$ cat config.mk
export PLATFORM = sky130hd
export DESIGN_NAME = lsu_wb_flat
export DESIGN_NICKNAME = d
export VERILOG_FILES = /design/src/rtl/lsu_wb_if.sv /design/src/rtl/lsu_wb.sv /design/src/flat_wrapper.sv
export SDC_FILE = /design/constraint.sdc
export NUM_CORES = 1
export LEC_CHECK = 0
export BUFFER_PORTS_ARGS = -buffer_cell sky130_fd_sc_hd__clkbuf_2
export CAP_MARGIN = 15
export CORE_MARGIN = 2
export CORE_UTILIZATION = 30
export CTS_BUF_LIST = sky130_fd_sc_hd__clkbuf_4
export DETAILED_ROUTE_END_ITERATION = 8
export GPL_TIMING_DRIVEN = 0
export PLACE_DENSITY = 0.63
export SLEW_MARGIN = 20
export SYNTH_ARGS = -nofsm -noshare
export SYNTH_HDL_FRONTEND = slang
export SYNTH_SLANG_ARGS = --single-unit
$ cat constraint.sdc
create_clock -name clk -period 5.6 [get_ports clk]
set_input_delay 0.84 -clock clk [delete_from_list [all_inputs] [get_ports clk]]
set_output_delay 0.84 -clock clk [all_outputs]
set_load 0.01 [all_outputs]
$ cat src/rtl/lsu_wb_if.sv
// ============================================================================
// lsu_wb_if : execute-stage, AXI-lite master and register-file port bundle
// Revision  : 1.0
// ============================================================================
`default_nettype none

interface lsu_wb_if #(
  parameter int ADDR_W = 32,
  parameter int DATA_W = 32
);
  logic              in_valid;
  logic              in_ready;
  logic [DATA_W-1:0] in_alu_result;
  logic [4:0]        in_rd;
  logic              in_rf_wen;
  logic              in_mem_ren;
  logic              in_mem_wen;
  logic [2:0]        in_funct3;
  logic [DATA_W-1:0] in_store_data;

  logic [ADDR_W-1:0] araddr;
  logic              arvalid;
  logic              arready;
  logic [DATA_W-1:0] rdata;
  logic [1:0]        rresp;
  logic              rvalid;
  logic              rready;
  logic [ADDR_W-1:0] awaddr;
  logic              awvalid;
  logic              awready;
  logic [DATA_W-1:0] wdata;
  logic [3:0]        wstrb;
  logic              wvalid;
  logic              wready;
  logic [1:0]        bresp;
  logic              bvalid;
  logic              bready;

  logic [DATA_W-1:0] rf_wdata;
  logic [4:0]        rf_waddr;
  logic              rf_wen;
  logic              wb_done;
  logic              access_fault;

  modport master (
    input  in_valid, in_alu_result, in_rd, in_rf_wen, in_mem_ren, in_mem_wen,
           in_funct3, in_store_data,
           arready, rdata, rresp, rvalid, awready, wready, bresp, bvalid,
    output in_ready, araddr, arvalid, rready, awaddr, awvalid, wdata, wstrb,
           wvalid, bready, rf_wdata, rf_waddr, rf_wen, wb_done, access_fault
  );

  modport slave (
    output in_valid, in_alu_result, in_rd, in_rf_wen, in_mem_ren, in_mem_wen,
           in_funct3, in_store_data,
           arready, rdata, rresp, rvalid, awready, wready, bresp, bvalid,
    input  in_ready, araddr, arvalid, rready, awaddr, awvalid, wdata, wstrb,
           wvalid, bready, rf_wdata, rf_waddr, rf_wen, wb_done, access_fault
  );
endinterface

`default_nettype wire

$ cat src/rtl/lsu_wb.sv
// ============================================================================
// lsu_wb   : RV32 memory-access / writeback stage, AXI-lite master
// Revision : 1.0
// ============================================================================
`default_nettype none

module lsu_wb #(
  parameter int ADDR_W = 32,
  parameter int DATA_W = 32
) (
  input  logic      clk,
  input  logic      rst,
  lsu_wb_if.master  bus
);

  typedef enum logic [2:0] {
    S_IDLE    = 3'd0,
    S_RD_ADDR = 3'd1,
    S_RD_DATA = 3'd2,
    S_WR_REQ  = 3'd3,
    S_WR_RESP = 3'd4,
    S_WB      = 3'd5
  } state_t;

  state_t            state_q, state_d;
  logic [DATA_W-1:0] alu_q, alu_d;
  logic [4:0]        rd_q, rd_d;
  logic              rf_wen_q, rf_wen_d;
  logic              mem_ren_q, mem_ren_d;
  logic              mem_wen_q, mem_wen_d;
  logic [2:0]        funct3_q, funct3_d;
  logic              fault_q, fault_d;
  logic [DATA_W-1:0] rdata_q, rdata_d;
  logic              arvalid_q, arvalid_d;
  logic              rready_q, rready_d;
  logic              awvalid_q, awvalid_d;
  logic              wvalid_q, wvalid_d;
  logic              bready_q, bready_d;
  logic [ADDR_W-1:0] araddr_q, araddr_d;
  logic [ADDR_W-1:0] awaddr_q, awaddr_d;
  logic [DATA_W-1:0] wdata_q, wdata_d;
  logic [3:0]        wstrb_q, wstrb_d;

  logic [1:0]        in_off;
  logic              in_misaligned;
  logic [3:0]        in_strb;
  logic [DATA_W-1:0] ld_shift;
  logic [DATA_W-1:0] ld_data;

  assign in_off = bus.in_alu_result[1:0];

  // funct3[1:0] encodes the access size: 00 byte, 01 half, 1x word.
  always_comb begin
    in_misaligned = 1'b0;
    in_strb       = 4'b1111;
    case (bus.in_funct3[1:0])
      2'b00: in_strb = 4'b0001 << in_off;
      2'b01: begin
        in_strb       = 4'b0011 << in_off;
        in_misaligned = in_off[0];
      end
      default: in_misaligned = (in_off != 2'b00);
    endcase
  end

  assign ld_shift = rdata_q >> {alu_q[1:0], 3'b000};

  always_comb begin
    ld_data = rdata_q;
    case (funct3_q)
      3'b000:  ld_data = {{24{ld_shift[7]}}, ld_shift[7:0]};
      3'b001:  ld_data = {{16{ld_shift[15]}}, ld_shift[15:0]};
      3'b100:  ld_data = {24'b0, ld_shift[7:0]};
      3'b101:  ld_data = {16'b0, ld_shift[15:0]};
      default: ld_data = rdata_q;
    endcase
  end

  always_comb begin
    state_d   = state_q;
    alu_d     = alu_q;
    rd_d      = rd_q;
    rf_wen_d  = rf_wen_q;
    mem_ren_d = mem_ren_q;
    mem_wen_d = mem_wen_q;
    funct3_d  = funct3_q;
    fault_d   = fault_q;
    rdata_d   = rdata_q;
    arvalid_d = arvalid_q;
    rready_d  = rready_q;
    awvalid_d = awvalid_q;
    wvalid_d  = wvalid_q;
    bready_d  = bready_q;
    araddr_d  = araddr_q;
    awaddr_d  = awaddr_q;
    wdata_d   = wdata_q;
    wstrb_d   = wstrb_q;

    case (state_q)
      S_IDLE: begin
        if (bus.in_valid) begin
          alu_d     = bus.in_alu_result;
          rd_d      = bus.in_rd;
          rf_wen_d  = bus.in_rf_wen;
          mem_ren_d = bus.in_mem_ren;
          mem_wen_d = bus.in_mem_wen;
          funct3_d  = bus.in_funct3;
          fault_d   = 1'b0;
          // Bus address/data are computed here so every AXI output is a flop.
          araddr_d  = {bus.in_alu_result[ADDR_W-1:2], 2'b00};
          awaddr_d  = {bus.in_alu_result[ADDR_W-1:2], 2'b00};
          wdata_d   = bus.in_store_data << {in_off, 3'b000};
          wstrb_d   = in_strb;
          if ((bus.in_mem_ren || bus.in_mem_wen) && in_misaligned) begin
            fault_d = 1'b1;
            state_d = S_WB;
          end else if (bus.in_mem_ren) begin
            arvalid_d = 1'b1;
            state_d   = S_RD_ADDR;
          end else if (bus.in_mem_wen) begin
            awvalid_d = 1'b1;
            wvalid_d  = 1'b1;
            state_d   = S_WR_REQ;
          end else begin
            state_d = S_WB;
          end
        end
      end
      S_RD_ADDR: begin
        if (bus.arready) begin
          arvalid_d = 1'b0;
          rready_d  = 1'b1;
          state_d   = S_RD_DATA;
        end
      end
      S_RD_DATA: begin
        if (bus.rvalid) begin
          rdata_d  = bus.rdata;
          fault_d  = (bus.rresp != 2'b00);
          rready_d = 1'b0;
          state_d  = S_WB;
        end
      end
      S_WR_REQ: begin
        awvalid_d = awvalid_q && !bus.awready;
        wvalid_d  = wvalid_q && !bus.wready;
        if (!awvalid_d && !wvalid_d) begin
          bready_d = 1'b1;
          state_d  = S_WR_RESP;
        end
      end
      S_WR_RESP: begin
        if (bus.bvalid) begin
          fault_d  = (bus.bresp != 2'b00);
          bready_d = 1'b0;
          state_d  = S_WB;
        end
      end
      S_WB:    state_d = S_IDLE;
      default: state_d = S_IDLE;
    endcase
  end

  always_ff @(posedge clk or posedge rst) begin
    if (rst) begin
      state_q   <= S_IDLE;
      alu_q     <= '0;
      rd_q      <= '0;
      rf_wen_q  <= 1'b0;
      mem_ren_q <= 1'b0;
      mem_wen_q <= 1'b0;
      funct3_q  <= '0;
      fault_q   <= 1'b0;
      rdata_q   <= '0;
      arvalid_q <= 1'b0;
      rready_q  <= 1'b0;
      awvalid_q <= 1'b0;
      wvalid_q  <= 1'b0;
      bready_q  <= 1'b0;
      araddr_q  <= '0;
      awaddr_q  <= '0;
      wdata_q   <= '0;
      wstrb_q   <= '0;
    end else begin
      state_q   <= state_d;
      alu_q     <= alu_d;
      rd_q      <= rd_d;
      rf_wen_q  <= rf_wen_d;
      mem_ren_q <= mem_ren_d;
      mem_wen_q <= mem_wen_d;
      funct3_q  <= funct3_d;
      fault_q   <= fault_d;
      rdata_q   <= rdata_d;
      arvalid_q <= arvalid_d;
      rready_q  <= rready_d;
      awvalid_q <= awvalid_d;
      wvalid_q  <= wvalid_d;
      bready_q  <= bready_d;
      araddr_q  <= araddr_d;
      awaddr_q  <= awaddr_d;
      wdata_q   <= wdata_d;
      wstrb_q   <= wstrb_d;
    end
  end

  assign bus.in_ready     = (state_q == S_IDLE);
  assign bus.araddr       = araddr_q;
  assign bus.arvalid      = arvalid_q;
  assign bus.rready       = rready_q;
  assign bus.awaddr       = awaddr_q;
  assign bus.awvalid      = awvalid_q;
  assign bus.wdata        = wdata_q;
  assign bus.wstrb        = wstrb_q;
  assign bus.wvalid       = wvalid_q;
  assign bus.bready       = bready_q;
  assign bus.wb_done      = (state_q == S_WB);
  assign bus.access_fault = (state_q == S_WB) && fault_q;
  // Stores never write the register file, even if rf_wen was set upstream.
  assign bus.rf_wen       = (state_q == S_WB) && rf_wen_q && !mem_wen_q && !fault_q;
  assign bus.rf_waddr     = rd_q;
  assign bus.rf_wdata     = mem_ren_q ? ld_data : alu_q;

endmodule

`default_nettype wire

$ cat src/flat_wrapper.sv
// flat-port wrapper written by rule: the top's interface ports become plain ports
module lsu_wb_flat 
#(
  parameter int ADDR_W = 32,
  parameter int DATA_W = 32
)
  (clk, rst, bus_in_valid, bus_in_alu_result, bus_in_rd, bus_in_rf_wen, bus_in_mem_ren, bus_in_mem_wen, bus_in_funct3, bus_in_store_data, bus_arready, bus_rdata, bus_rresp, bus_rvalid, bus_awready, bus_wready, bus_bresp, bus_bvalid, bus_in_ready, bus_araddr, bus_arvalid, bus_rready, bus_awaddr, bus_awvalid, bus_wdata, bus_wstrb, bus_wvalid, bus_bready, bus_rf_wdata, bus_rf_waddr, bus_rf_wen, bus_wb_done, bus_access_fault);
  lsu_wb_if #(.ADDR_W(ADDR_W), .DATA_W(DATA_W)) bus_i ();
  input  logic clk;
  input  logic rst;
  input wire logic [$bits(bus_i.in_valid)-1:0] bus_in_valid;
  input wire logic [$bits(bus_i.in_alu_result)-1:0] bus_in_alu_result;
  input wire logic [$bits(bus_i.in_rd)-1:0] bus_in_rd;
  input wire logic [$bits(bus_i.in_rf_wen)-1:0] bus_in_rf_wen;
  input wire logic [$bits(bus_i.in_mem_ren)-1:0] bus_in_mem_ren;
  input wire logic [$bits(bus_i.in_mem_wen)-1:0] bus_in_mem_wen;
  input wire logic [$bits(bus_i.in_funct3)-1:0] bus_in_funct3;
  input wire logic [$bits(bus_i.in_store_data)-1:0] bus_in_store_data;
  input wire logic [$bits(bus_i.arready)-1:0] bus_arready;
  input wire logic [$bits(bus_i.rdata)-1:0] bus_rdata;
  input wire logic [$bits(bus_i.rresp)-1:0] bus_rresp;
  input wire logic [$bits(bus_i.rvalid)-1:0] bus_rvalid;
  input wire logic [$bits(bus_i.awready)-1:0] bus_awready;
  input wire logic [$bits(bus_i.wready)-1:0] bus_wready;
  input wire logic [$bits(bus_i.bresp)-1:0] bus_bresp;
  input wire logic [$bits(bus_i.bvalid)-1:0] bus_bvalid;
  output wire logic [$bits(bus_i.in_ready)-1:0] bus_in_ready;
  output wire logic [$bits(bus_i.araddr)-1:0] bus_araddr;
  output wire logic [$bits(bus_i.arvalid)-1:0] bus_arvalid;
  output wire logic [$bits(bus_i.rready)-1:0] bus_rready;
  output wire logic [$bits(bus_i.awaddr)-1:0] bus_awaddr;
  output wire logic [$bits(bus_i.awvalid)-1:0] bus_awvalid;
  output wire logic [$bits(bus_i.wdata)-1:0] bus_wdata;
  output wire logic [$bits(bus_i.wstrb)-1:0] bus_wstrb;
  output wire logic [$bits(bus_i.wvalid)-1:0] bus_wvalid;
  output wire logic [$bits(bus_i.bready)-1:0] bus_bready;
  output wire logic [$bits(bus_i.rf_wdata)-1:0] bus_rf_wdata;
  output wire logic [$bits(bus_i.rf_waddr)-1:0] bus_rf_waddr;
  output wire logic [$bits(bus_i.rf_wen)-1:0] bus_rf_wen;
  output wire logic [$bits(bus_i.wb_done)-1:0] bus_wb_done;
  output wire logic [$bits(bus_i.access_fault)-1:0] bus_access_fault;
  assign bus_i.in_valid = bus_in_valid;
  assign bus_i.in_alu_result = bus_in_alu_result;
  assign bus_i.in_rd = bus_in_rd;
  assign bus_i.in_rf_wen = bus_in_rf_wen;
  assign bus_i.in_mem_ren = bus_in_mem_ren;
  assign bus_i.in_mem_wen = bus_in_mem_wen;
  assign bus_i.in_funct3 = bus_in_funct3;
  assign bus_i.in_store_data = bus_in_store_data;
  assign bus_i.arready = bus_arready;
  assign bus_i.rdata = bus_rdata;
  assign bus_i.rresp = bus_rresp;
  assign bus_i.rvalid = bus_rvalid;
  assign bus_i.awready = bus_awready;
  assign bus_i.wready = bus_wready;
  assign bus_i.bresp = bus_bresp;
  assign bus_i.bvalid = bus_bvalid;
  assign bus_in_ready = bus_i.in_ready;
  assign bus_araddr = bus_i.araddr;
  assign bus_arvalid = bus_i.arvalid;
  assign bus_rready = bus_i.rready;
  assign bus_awaddr = bus_i.awaddr;
  assign bus_awvalid = bus_i.awvalid;
  assign bus_wdata = bus_i.wdata;
  assign bus_wstrb = bus_i.wstrb;
  assign bus_wvalid = bus_i.wvalid;
  assign bus_bready = bus_i.bready;
  assign bus_rf_wdata = bus_i.rf_wdata;
  assign bus_rf_waddr = bus_i.rf_waddr;
  assign bus_rf_wen = bus_i.rf_wen;
  assign bus_wb_done = bus_i.wb_done;
  assign bus_access_fault = bus_i.access_fault;
  lsu_wb #(.ADDR_W(ADDR_W), .DATA_W(DATA_W)) u_core (.clk(clk), .rst(rst), .bus(bus_i));
endmodule
**Word-level counts from Yosys, hierarchy flattened**

Cells that the tools add are included.

- Add/subtract/negate cells: 0
- Multiply operators: 0
- Div/mod/pow operators: 0
- Order comparisons: 0
- Eq/ne operators: 18
- Shifts and indexed selects: 4
- Multiplexer cells: 35
- Bitwise gates (word level): 0
- Reductions and logical operators: 34

Operators with widths:

| kind | number |
|---|---|
| $pmux W32 S4 | 1 |
| $mux W32 | 1 |
| $shl A32 B5 Y32 | 1 |
| $shr A32 B5 Y16 | 1 |
| $mux W3 | 8 |
| $mux W1 | 16 |
| $ne A2 B2 Y1 const B | 8 |
| $pmux W3 S5 | 1 |
| $reduce_and A5 Y1 | 3 |
| $reduce_bool A2 Y1 | 7 |
| $eq A3 B3 Y1 const B | 4 |
| $pmux W1 S2 | 6 |
| $logic_and A1 B1 Y1 | 8 |
| $pmux W4 S2 | 1 |
| $eq A3 B1 Y1 const B | 2 |
| $eq A3 B2 Y1 const B | 2 |
| $logic_not A1 Y1 | 6 |
| $logic_not A3 Y1 | 2 |
| $reduce_and A3 Y1 | 2 |
| $reduce_and A2 Y1 | 2 |
| $reduce_and A4 Y1 | 1 |
| $shl A1 B2 Y4 const A | 1 |
| $shl A2 B2 Y4 const A | 1 |
| $pmux W1 S3 | 1 |
| other kinds (5) | 5 |

- Register bits after elaboration: 150
- Bits in latches: 0
- Memory bits (writable): 0
- ROM bits: 0
- Input port bits: 119
- Output and inout port bits: 146
- Word-level logic and storage cells: 108
- Memories: 0

**Longest topological paths before layout**

Gate-level depths: netlist of the first run.

- Word-level depth: 6
- Mapped depth: 6
- Gate-level depth less buffers: 4

**Worst setup path before layout of the first run**

No wires, ideal clock.

- Path kind: register to output
- From: reg u_core.alu_q[1]
- To: out bus_rf_wdata[23]
- Data arrival time: 1.611 ns
- Data required time: 4.760 ns
- Path slack: 3.149 ns
- Cell stages (with the launch flop): 7
- Buffers on the path: 2
- Cell sequence: dfrtp_1 > buf_6 > mux2_4 > a32oi_2 > a211oi_4 > buf_6 > a211o_1

- Longest elaborated chain between the ends: 3

Ends and longest elaborated chain:

| what | line | text |
|---|---|---|
| from (decl) | lsu_wb.sv:26 | `logic [DATA_W-1:0] alu_q, alu_d;` |
| from (signal assigned) | lsu_wb.sv:186 | `alu_q <= alu_d;` |
| $shr A32 B5 Y16 | lsu_wb.sv:66 | `assign ld_shift = rdata_q >> {alu_q[1:0], 3'b000};` |
| $pmux W32 S4 | lsu_wb.sv:70 | `case (funct3_q)` |
| $mux W32 | lsu_wb.sv:221 | `assign bus.rf_wdata = mem_ren_q ? ld_data : alu_q;` |
| to (decl) | flat_wrapper.sv:37 | `output wire logic [$bits(bus_i.rf_wdata)-1:0] bus_rf_wdata;` |

No other way between the ends.

**Worst setup path in the final report of the first run**

- From: reg u_core.funct3_q[1]
- To: out bus_rf_wdata[13]

- Longest elaborated chain between the ends: 3
- Elaborated cells between the ends (all ways): 6
- Those cells by class: eq/ne: 3; mux: 2; reduce/logical: 1

Ends and longest elaborated chain:

| what | line | text |
|---|---|---|
| from (decl) | lsu_wb.sv:31 | `logic [2:0] funct3_q, funct3_d;` |
| from (signal assigned) | lsu_wb.sv:191 | `funct3_q <= funct3_d;` |
| $eq A3 B3 Y1 (tied with other cells) | lsu_wb.sv:70 |  |
| $pmux W32 S4 * | lsu_wb.sv:70 |  |
| $mux W32 * | lsu_wb.sv:221 |  |

Every way passes the cells marked *; elsewhere a longest branch is shown, timed or not.

==> results of run 1 <==
==> through the flow <==
step	setup TNS, ns	instances
after floorplan	0	627
after global placement	-18.73	1167
after detailed placement	0	1168
after CTS	0	1200
after global routing	0	1200
final	0	1200
==> layer usage <==
metal	global-route usage [%]	vias up	wire length (um)
met5	0	-	0
met2	31.45	224	10730
met3	4.124	13	1347
met4	3.704	0	195
li1	-	2730	-
met1	23.19	2864	9073
==> area by class of cell <==
cell class                      instances  area [um^2]
Tap cell                              280        350.3
Fill cell                            2221        13130
Timing Repair Buffer                  261         1329
Buffer                                108        681.9
Clock inverter                         15        191.4
Multi-Input combinational cell        392         2912
Sequential cell                       120         3003
Clock buffer                           17        127.6
Inverter                                7        33.78
==> worst paths after layout <==
| check | to | slack, ns | cells after the start |
|---|---|---|---|
| worst max-delay path | bus_rf_wdata[13] | 2.10 | 6 |
| worst min-delay path | u_core.bus.rf_waddr[1] | 0.24 | 2 |
| worst max register to register | u_core.bus.rf_waddr[0] | 3.54 | 5 |
| worst min register to register | u_core.bus.wdata[13] | 0.50 | 2 |
| max in group asynchronous | u_core.bus.wdata[15] | 4.60 | 3 |
| min in group clk | u_core.bus.wvalid | 0.47 | 2 |
==> cell usage in the layout, fill, tap and decap left out, types with 3 or more instances in the layout <==
cell / count
a31oi_1: 4
a221o_1: 13
o31ai_1: 8
buf_2: 17
inv_1: 5
and3_1: 5
a21oi_1: 36
nand2b_1: 9
mux2i_1: 25
nor2_1: 22
a211oi_1: 11
nor2b_1: 19
buf_4: 64
bufinv_16: 3
o21ai_0: 37
dfrtp_1: 120
mux2_2: 86
a211o_1: 3
clkbuf_4: 17
nor3b_1: 3
inv_6: 4
a2bb2oi_1: 8
inv_8: 3
conb_1: 4
o22ai_1: 7
nand2_1: 50
clkinvlp_4: 4
clkbuf_1: 24
clkbuf_2: 260
and2_1: 5
o2bb2ai_1: 7
==> flip-flops by register name (all words and copies together), names as in the netlist, 3 cells and up <==
signal / flops
u_core.bus.wdata: 32
u_core.rdata_q: 32
u_core.bus.wstrb: 4
u_core.bus.rf_waddr: 5
u_core.state_q: 3
u_core.alu_q: 32
u_core.funct3_q: 3
==> critical path: cells and delay by family, from the launching register on <==
kind / cells / cell delay, ns
buffers and inverters: 3 / 1.11
flip-flops: 1 / 0.35
AND/OR/NAND/NOR: 1 / 0.35
AO/OA/AOI/OAI: 2 / 0.31
==> logic make-up (layout without fill, tap and decap cells) <==
logic type	count (synthesis)	after routing	share of synthesized area (%)
compound gates	150	150	15.44
simple gates	125	125	9.311
flops	120	120	45.42
buf+inv	115	408	10.71
mux	113	113	19.06
other cells	1	4	0.05672
==> power breakdown <==
| group | switching, mW | internal (mW) |
|---|---|---|
| clock | 0.398 | 0.320 |
| sequential | 0.398 | 1.29 |
| combinational | 1.39 | 1.43 |
==> impl_metrics.yaml, run 1 <==
status:
  status: "finished, final reports clean"
worst_setup_path:
  r2r_start: "u_core.state_q[0]"
  slowest_delay_ns: 0.56
  crit_start: "u_core.funct3_q[1]"
  start_kind: "register"
  arrival_ns: 2.66
  crit_required_ns: 4.76
  path_max_fanout: 10
  crit_chain: "clkbuf_1 -> clkbuf_1 -> nand2_1 -> o22ai_1 -> a21oi_1 -> clkbuf_2"
  worst_path_most_repeated_cell: "clkbuf_1"
  slowest_stage: "clkbuf_1"
  path_class: "register to output port"
  worstSetupEndpointType: "output port"
cts:
  ctsLongestPathBuffers: 2
  cts_num_sinks: 120
  h-tree-depth: 4
  clock_latency_ns: 0.55
  clkTransAtPathRegs_ns: 0.14
  postCtsSetupBuffers: 0
  hold_buffers: 0
  cts_buffers: 17
  cts_tree: "built"
  clockRootBuffer: "clkbuf_4"
  cts_repair_resize_count: 0
floorplan:
  dieHeight_um: 152.5
  start_util_pct: 30.39
  core.rowCount: 54
  io_pins: 265
  coreArea_mm2: 0.02176
  die_area_mm2: 0.02324
  die_x_um: 152.5
sta:
  fin_skew_ns: 0.02600
  hold_viol: 0
  whs_ns: 0.2417
  min_period_over_period_pct: 62.45
  fmax_mhz: 285.9
  tightest_slew_ns: 0.6545
  rsz0062_at_grt: "no"
  fin_crit_ns: 3.497
  max_slew_margin_pct: 56.37
  finalWorstSetupSlack_ns: 2.103
  final_max_slew_viol_count: 0
  finalSetupViolations: 0
logic_synthesis:
  ys_async_sr_fraction_pct: 100.0
  yosysMostFrequentCell: "dfrtp_1"
  avgSynthCellArea_um2: 10.60
  yosys.area.top_type: "dfrtp_1"
  synthCells: 624
  yosys-top-cells-area: "dfrtp_1 45%, mux2_2 15%, buf_4 7.3%"
  synth_edf_count: 0
  synth_area_mm2: 0.006611
  synth-main-ff-cell: "dfrtp_1"
  synth_top_area_share_pct: 45.42
  synthTopCellsByCount: "120 x dfrtp_1, 86 x mux2_2, 64 x buf_4"
  ys_warn_count: 0
  ys_types: 52
  seq_area_frac_synth_pct: 45.42
  postSynthRegisterBits: 120
place:
  postPlaceCellArea_mm2: 0.008309
  preCtsSetupSlack_ns: 2.708
  portBuffers: 260
  gp_congestion: 0.8781
  hpwlAfterDp_um: 16460
route:
  wl_per_cell_um: 17.79
  drt_iter0_markers: 213
  ant_nets: 0
  totalWireLength_um: 21350
  num_vias: 5831
  drtPass1Iterations: 4
  drcViolationCount: 0
  viasPerCell: 4.859
layout:
  stdcell_area_mm2: 0.008628
  final_util_pct: 39.66
  n_antenna_cell: 0
  area_delta_synth_final_pct: 30.51
  final_layout_size_suffix_gt1_share_pct: 51.30
  layout.nets: 1026
grt:
  grt_max_degree: 90
  gr-total-overflow: 0
  grt_pass1_wl_um: 32980
  grtUsageTotal_pct: 18.10
  antenna_found_initial: 0
  first_global_vias: 5670
power:
  vdd_ir_drop_max_mv: 0.2104
  finalPower_mw: 5.235
  p_leak_nw: 4.241
  power_density_mw_per_mm2: 606.7
job:
  maxCapViolCount: 0
min_path:
  hold_class: "primary input to asynchronous set/reset pin"
(Power assumes the default switching activity.)
==> run 2, diff against run 1 <==
Settings changed: ABC_AREA set to 1, PLACE_DENSITY 0.63 to 0.64.
Clock period 5.6 ns to 3 ns, I/O delays scaled along.
==> run 2 against run 1 <==
Count of clock-buffer cells in the layout increased by 1. Global-route usage up 2.3 points. Register-to-register slack lost 2.2 ns. Power rose by 89%. Clock power grew 95%. Combinational power grew 93%. Synthesized cell count grew 58%. Critical path depth rose by 3. Sequential power up 79%. Clock skew fell by 0.0038 ns. Sequential share of layout area fell by 1.6 points. Cell area increased by 4.9%. Largest cell class unchanged.
==> impl_metrics.yaml, run 2 <==
layout:
  area_delta_synth_final_pct: 30.11
  stdcell_area_mm2: 0.009051
  final_util_pct: 39.86
  mostFrequentLayoutCells: "409 x nand2_1, 260 x clkbuf_2, 120 x dfrtp_1"
  layout_commonest_cell: "nand2_1"
  final_layout_size_suffix_gt1_share_pct: 31.31
  layout.nets: 1393
floorplan:
  start_util_pct: 30.63
  dieHeight_um: 156.3
  die_area_mm2: 0.02442
  coreArea_mm2: 0.02271
  io_pins: 265
  core.rowCount: 55
  die_x_um: 156.3
route:
  wl_met3_um: 1763
  ant_nets: 0
  num_vias: 7249
  wl_met2_um: 11710
  routed.top_layer: "met4"
  wl_per_cell_um: 15.78
  wl_met1_um: 10920
  drcViolationCount: 0
  drtPass1Iterations: 5
  viasPerCell: 4.608
  drt_iter0_markers: 491
  totalWireLength_um: 24820
grt:
  gr-total-overflow: 0
  grt_pass1_wl_um: 38180
  grtUsageTotal_pct: 20.43
  antenna_found_initial: 1
  first_global_vias: 6895
  grt_max_degree: 34
worst_setup_path:
  r2r-end: "u_core.alu_q[6]"
  crit_required_ns: 2.55
  path_class: "register to output port"
  worstRegToRegCells: 5
  start_kind: "register"
  slowest_stage: "dfrtp_1"
  worst_path_most_repeated_cell: "nand2_1"
  path_max_fanout: 19
  arrival_ns: 2.30
  r2r_start: "u_core.state_q[0]"
  worstSetupEndpointType: "output port"
  crit_chain: "inv_2 -> nand2_1 -> nand3_1 -> nand3_2 -> buf_2 -> nand3_1 -> nand2_1 -> nand2_1 -> clkbuf_2"
  ff2ff_setup_slack_ns: 1.32
  slowest_delay_ns: 0.42
place:
  gp_congestion: 0.9110
  hpwlAfterDp_um: 19430
  portBuffers: 260
  postPlaceCellArea_mm2: 0.008710
sta:
  tightest_slew_ns: 0.6132
  finalSetupViolations: 0
  whs_ns: 0.09140
  fin_skew_ns: 0.02219
  fmax_mhz: 363.6
  final_max_slew_viol_count: 0
  min_period_over_period_pct: 91.68
  fin_setup_tns_ns: 0
  rsz0062_at_grt: "no"
  fin_crit_ns: 2.750
  hold_viol: 0
  max_slew_margin_pct: 59.12
power:
  power_density_mw_per_mm2: 1092
  clkPwrFrac_pct: 14.2
  p_leak_nw: 5.134
  pwr-share-seq_pct: 30.7
  p_sw_mw: 4.622
  combinationalPowerShare_pct: 55.1
  internal-power_mw: 5.262
  vdd_ir_drop_max_mv: 0.4261
  switching_share_pct: 46.76
status:
  status: "finished, final reports clean"
logic_synthesis:
  avgSynthCellArea_um2: 7.041
  synth-main-ff-cell: "dfrtp_1"
  ys_async_sr_fraction_pct: 100.0
  yosys.area.top_type: "dfrtp_1"
  ys_types: 28
  synthCells: 988
  ys_warn_count: 0
  seq_area_frac_synth_pct: 43.17
  yosysMostFrequentCell: "nand2_1"
  synthTopCellsByCount: "409 x nand2_1, 120 x dfrtp_1, 81 x nand3_1"
  synth_edf_count: 0
  synth_top_area_share_pct: 43.17
  yosys-top-cells-area: "dfrtp_1 43%, nand2_1 22%, buf_4 7.0%"
  synth_area_mm2: 0.006957
  postSynthRegisterBits: 120
min_path:
  hold_depth: 3
  hold_end: "u_core.alu_q[29]"
  hold_class: "primary input to register"
  min_from: "bus_in_alu_result[29]"
cts:
  ctsLongestPathBuffers: 2
  cts_num_sinks: 120
  clockRootBuffer: "clkbuf_4"
  clock_latency_ns: 0.56
  cts_tree: "built"
  h-tree-depth: 4
  clkTransAtPathRegs_ns: 0.13
  cts_buffers: 17
job:
  maxCapViolCount: 0
## run 2: changes by cell type after synthesis, sizes merged, moves of 13 or more
| cell | previous run | this run |
|---|---|---|
| mux2i | 25 | 0 |
| a221o | 13 | 0 |
| mux2 | 87 | 0 |
| nand3 | 2 | 82 |
| nor2b | 19 | 0 |
| o21ai | 37 | 96 |
| nand2 | 50 | 412 |
| nor2 | 22 | 38 |
| inv | 6 | 68 |
## run 2: per-stage QoR
step / setup slack, ns / total power [mW] / std cells
3_3_place_gp: 0.1107 / 8.486 / 1536
3_5_place_dp: 0.7865 / 8.568 / 1540
6_report: 0.2496 / 9.884 / 1573
5_1_grt: 0.01714 / 10.79 / 1572
2_1_floorplan: 1.081 / 6.367 / 991
4_1_cts: 0.1473 / 9.993 / 1573
## run 2: worst max-delay path by stage
stage / startpoint / to / slack [ns] / cells past startpoint
finish: u_core.alu_q[0] / bus_rf_wdata[12] / 0.25 / 9
global route: u_core.alu_q[0] / bus_rf_wdata[27] / 0.02 / 9
CTS: u_core.alu_q[0] / bus_rf_wdata[6] / 0.15 / 9
detailed placement: u_core.alu_q[0] / bus_rf_wdata[6] / 0.79 / 9
global placement: rst / u_core.alu_q[25] / 0.11 / 2
floorplan: rst / u_core.alu_q[0] / 1.08 / 1
## run 2: power groups by stage
stage | Clock, mW | Sequential [mW] | Combinational [mW]
global placement | 0 | 3.05 | 5.44
detailed placement | 0 | 3.05 | 5.52
floorplan | 0 | 2.96 | 3.40
finish | 1.40 | 3.03 | 5.45
CTS | 1.43 | 3.03 | 5.53
global route | 1.51 | 3.14 | 6.14
## run 2: logic make-up after synthesis
logic type             after synthesis  synth area share (%)
buffers and inverters              186                 14.86
AND/OR/NAND/NOR                    541                 31.65
AO/OA/AOI/OAI                      140                 10.27
other                                1               0.05391
flip-flops                         120                 43.17
## run 2: area by class of cell
cell class | instances | area, um^2
fillers | 2478 | 13660
inverters | 69 | 262.8
diodes | 1 | 2.502
flip-flops and latches | 120 | 3003
well taps | 285 | 356.6
clock buffers | 18 | 135.1
multi-input cells | 685 | 2932
plain buffers | 116 | 770.7
repair buffers | 265 | 1391
clock inverters | 14 | 197.7
## run 2: what timing repair did
action | CTS | global route
hold buffers | 1 | 0
gates resized for setup | 0 | 0
endpoints found under the hold margin | 5 | 0
buffers inserted | 0 | 0
setup endpoints to repair | 0 | 2
## run 2: routing by layer
metal,track usage [%],vias to the layer above
met4,5.592,0
met5,0,-
li1,-,3636
met3,5.428,32
met2,33.52,264
met1,26.61,3317
## run 2: critical path, delay by kind of cell, from the launching register on
kind / cells / cell delay (ns)
and+or+nand+nor: 6 / 0.65
DFF: 1 / 0.42
buffers and inverters: 3 / 0.68
==> run 3, diff against run 2 <==
Settings changed: PLACE_DENSITY 0.64 to 0.63.
==> run 3 against run 2 <==
Sequential share of layout area barely moved. Routed wire length rose by 1.7%. Count of clock-buffer cells in the layout did not move. Hold slack improved by 0.0062 ns. Die area did not move. Largest cell class unchanged. Global-route usage rose by 0.31 points. First-iteration DRC count fell by 13%. Non-clock buffer count rose by 1. Setup slack improved by 0.011 ns. Clock skew rose by 0.0011 ns. Sequential power barely moved.
==> impl_metrics.yaml, run 3 (synthesized netlist as in run 2, its figures left out) <==
cts:
  cts_num_sinks: 120
  cts_buffers: 17
  ctsLongestPathBuffers: 2
  h-tree-depth: 4
  clockRootBuffer: "clkbuf_4"
  clkTransAtPathRegs_ns: 0.12
  cts_tree: "built"
  clock_latency_ns: 0.54
  cts_repair_resize_count: 0
sta:
  fin_setup_tns_ns: 0
  rsz0062_at_grt: "no"
  min_period_over_period_pct: 91.32
  max_slew_margin_pct: 57.04
  final_max_slew_viol_count: 0
  fmax_mhz: 365.0
  hold_viol: 0
  whs_ns: 0.09764
  fin_crit_ns: 2.740
  finalSetupViolations: 0
  tightest_slew_ns: 0.6444
  fin_skew_ns: 0.02333
power:
  clkPwrFrac_pct: 13.6
  switching_share_pct: 46.63
  vdd_ir_drop_max_mv: 0.4200
  pwr-share-seq_pct: 30.6
  p_leak_nw: 5.137
  combinationalPowerShare_pct: 55.7
  internal-power_mw: 5.251
  p_sw_mw: 4.589
  power_density_mw_per_mm2: 1088
place:
  gp_congestion: 0.9245
  hpwlAfterDp_um: 19700
  portBuffers: 260
  postPlaceCellArea_mm2: 0.008710
route:
  viasPerCell: 4.637
  wl_per_cell_um: 16.03
  num_vias: 7304
  drcViolationCount: 0
  totalWireLength_um: 25250
  ant_nets: 0
  drt_iter0_markers: 427
  drtPass1Iterations: 5
grt:
  grt_max_degree: 32
  grtUsageTotal_pct: 20.74
  first_global_vias: 6988
  grt_pass1_wl_um: 38760
  gr-total-overflow: 0
  antenna_found_initial: 2
floorplan:
  coreArea_mm2: 0.02271
  die_x_um: 156.3
  start_util_pct: 30.63
  core.rowCount: 55
  die_area_mm2: 0.02442
  io_pins: 265
  dieHeight_um: 156.3
worst_setup_path:
  start_kind: "register"
  slowest_delay_ns: 0.44
  worstSetupEndpointType: "output port"
  slowest_stage: "buf_1"
  crit_family: "buffers and inverters"
  path_max_fanout: 10
  path_class: "register to output port"
  arrival_ns: 2.29
  crit_required_ns: 2.55
  crit_chain: "inv_2 -> buf_1 -> nand2_1 -> nand3_1 -> o21ai_0 -> nand2_1 -> nand2_1 -> o21ai_0 -> clkbuf_2"
  worst_path_most_repeated_cell: "nand2_1"
  cp_num_buf_inv: 3
status:
  status: "finished, final reports clean"
layout:
  layout_commonest_cell: "nand2_1"
  area_delta_synth_final_pct: 29.98
  mostFrequentLayoutCells: "409 x nand2_1, 260 x clkbuf_2, 120 x dfrtp_1"
  fillers: 2471
  final_layout_size_suffix_gt1_share_pct: 31.24
  stdcell_area_mm2: 0.009042
  layout.nets: 1394
job:
  maxCapViolCount: 0
min_path:
  hold_class: "primary input to register"
-- run 3: metal layers --
metal / GRT usage [%] / up-vias / wire (um)
met2: 34.34 / 289 / 11980
met5: 0 / - / 0
met3: 4.874 / 27 / 1792
met1: 27.21 / 3361 / 10980
li1: - / 3627 / -
met4: 5.592 / 0 / 491
-- run 3: tightest hold or removal path, cell delays in order --
cell and delay [ns]:
clkbuf_2 0.07, nand2_1 0.04, nand2_1 0.05
-- run 3: power by group through the flow --
stage          Sequential (mW)  Clock, mW  Combinational [mW]
2_1_floorplan             2.96          0                3.40
3_3_place_gp              3.04          0                5.45
3_5_place_dp              3.04          0                5.54
4_1_cts                   3.02       1.38                5.56
5_1_grt                   3.12       1.45                6.16
6_report                  3.01       1.34                5.48
-- run 3: layout make-up --
| type | instances | area [um^2] | area share, % |
|---|---|---|---|
| tap | 285 | 356.6 | 3.944 |
| inverter | 69 | 262.8 | 2.906 |
| timing repair buffer | 265 | 1391 | 15.39 |
| clock inverter | 13 | 180.2 | 1.993 |
| sequential | 120 | 3003 | 33.21 |
| clock buffer | 18 | 135.1 | 1.494 |
| buffer | 117 | 774.5 | 8.565 |
| antenna | 3 | 7.507 | 0.08302 |
| multi-input combinational | 685 | 2932 | 32.42 |
-- run 3: repair_timing --
action | 4_1_cts | 5_1_grt
endpoints found under the hold margin | 12 | 0
setup buffers | 0 | 0
hold buffers | 1 | 0
-- run 3: path summary, 6_finish.rpt --
path	start	to	slack (ns)	cells after the start
max	u_core.alu_q[0]	bus_rf_wdata[2]	0.26	9
min	bus_in_alu_result[10]	u_core.alu_q[10]	0.1	3
max reg2reg	u_core.state_q[0]	u_core.alu_q[1]	1.26	5
min reg2reg	u_core.rf_wen_q	u_core.rf_wen_q	0.49	2
max in group asynchronous	rst	u_core.rdata_q[14]	1.84	5
min in group asynchronous	rst	u_core.bus.wdata[30]	0.41	3
-- run 3: metrics by stage --
stage	cells	power (mW)	setup WS, ns	utilization (%)
after floorplan	991	6.367	1.081	-
final	1575	9.840	0.2604	39.82
after global routing	1574	10.73	0.05912	39.81
after global placement	1536	8.496	0.1049	38.00
after detailed placement	1540	8.583	0.8097	38.35
after CTS	1572	9.955	0.1939	39.79
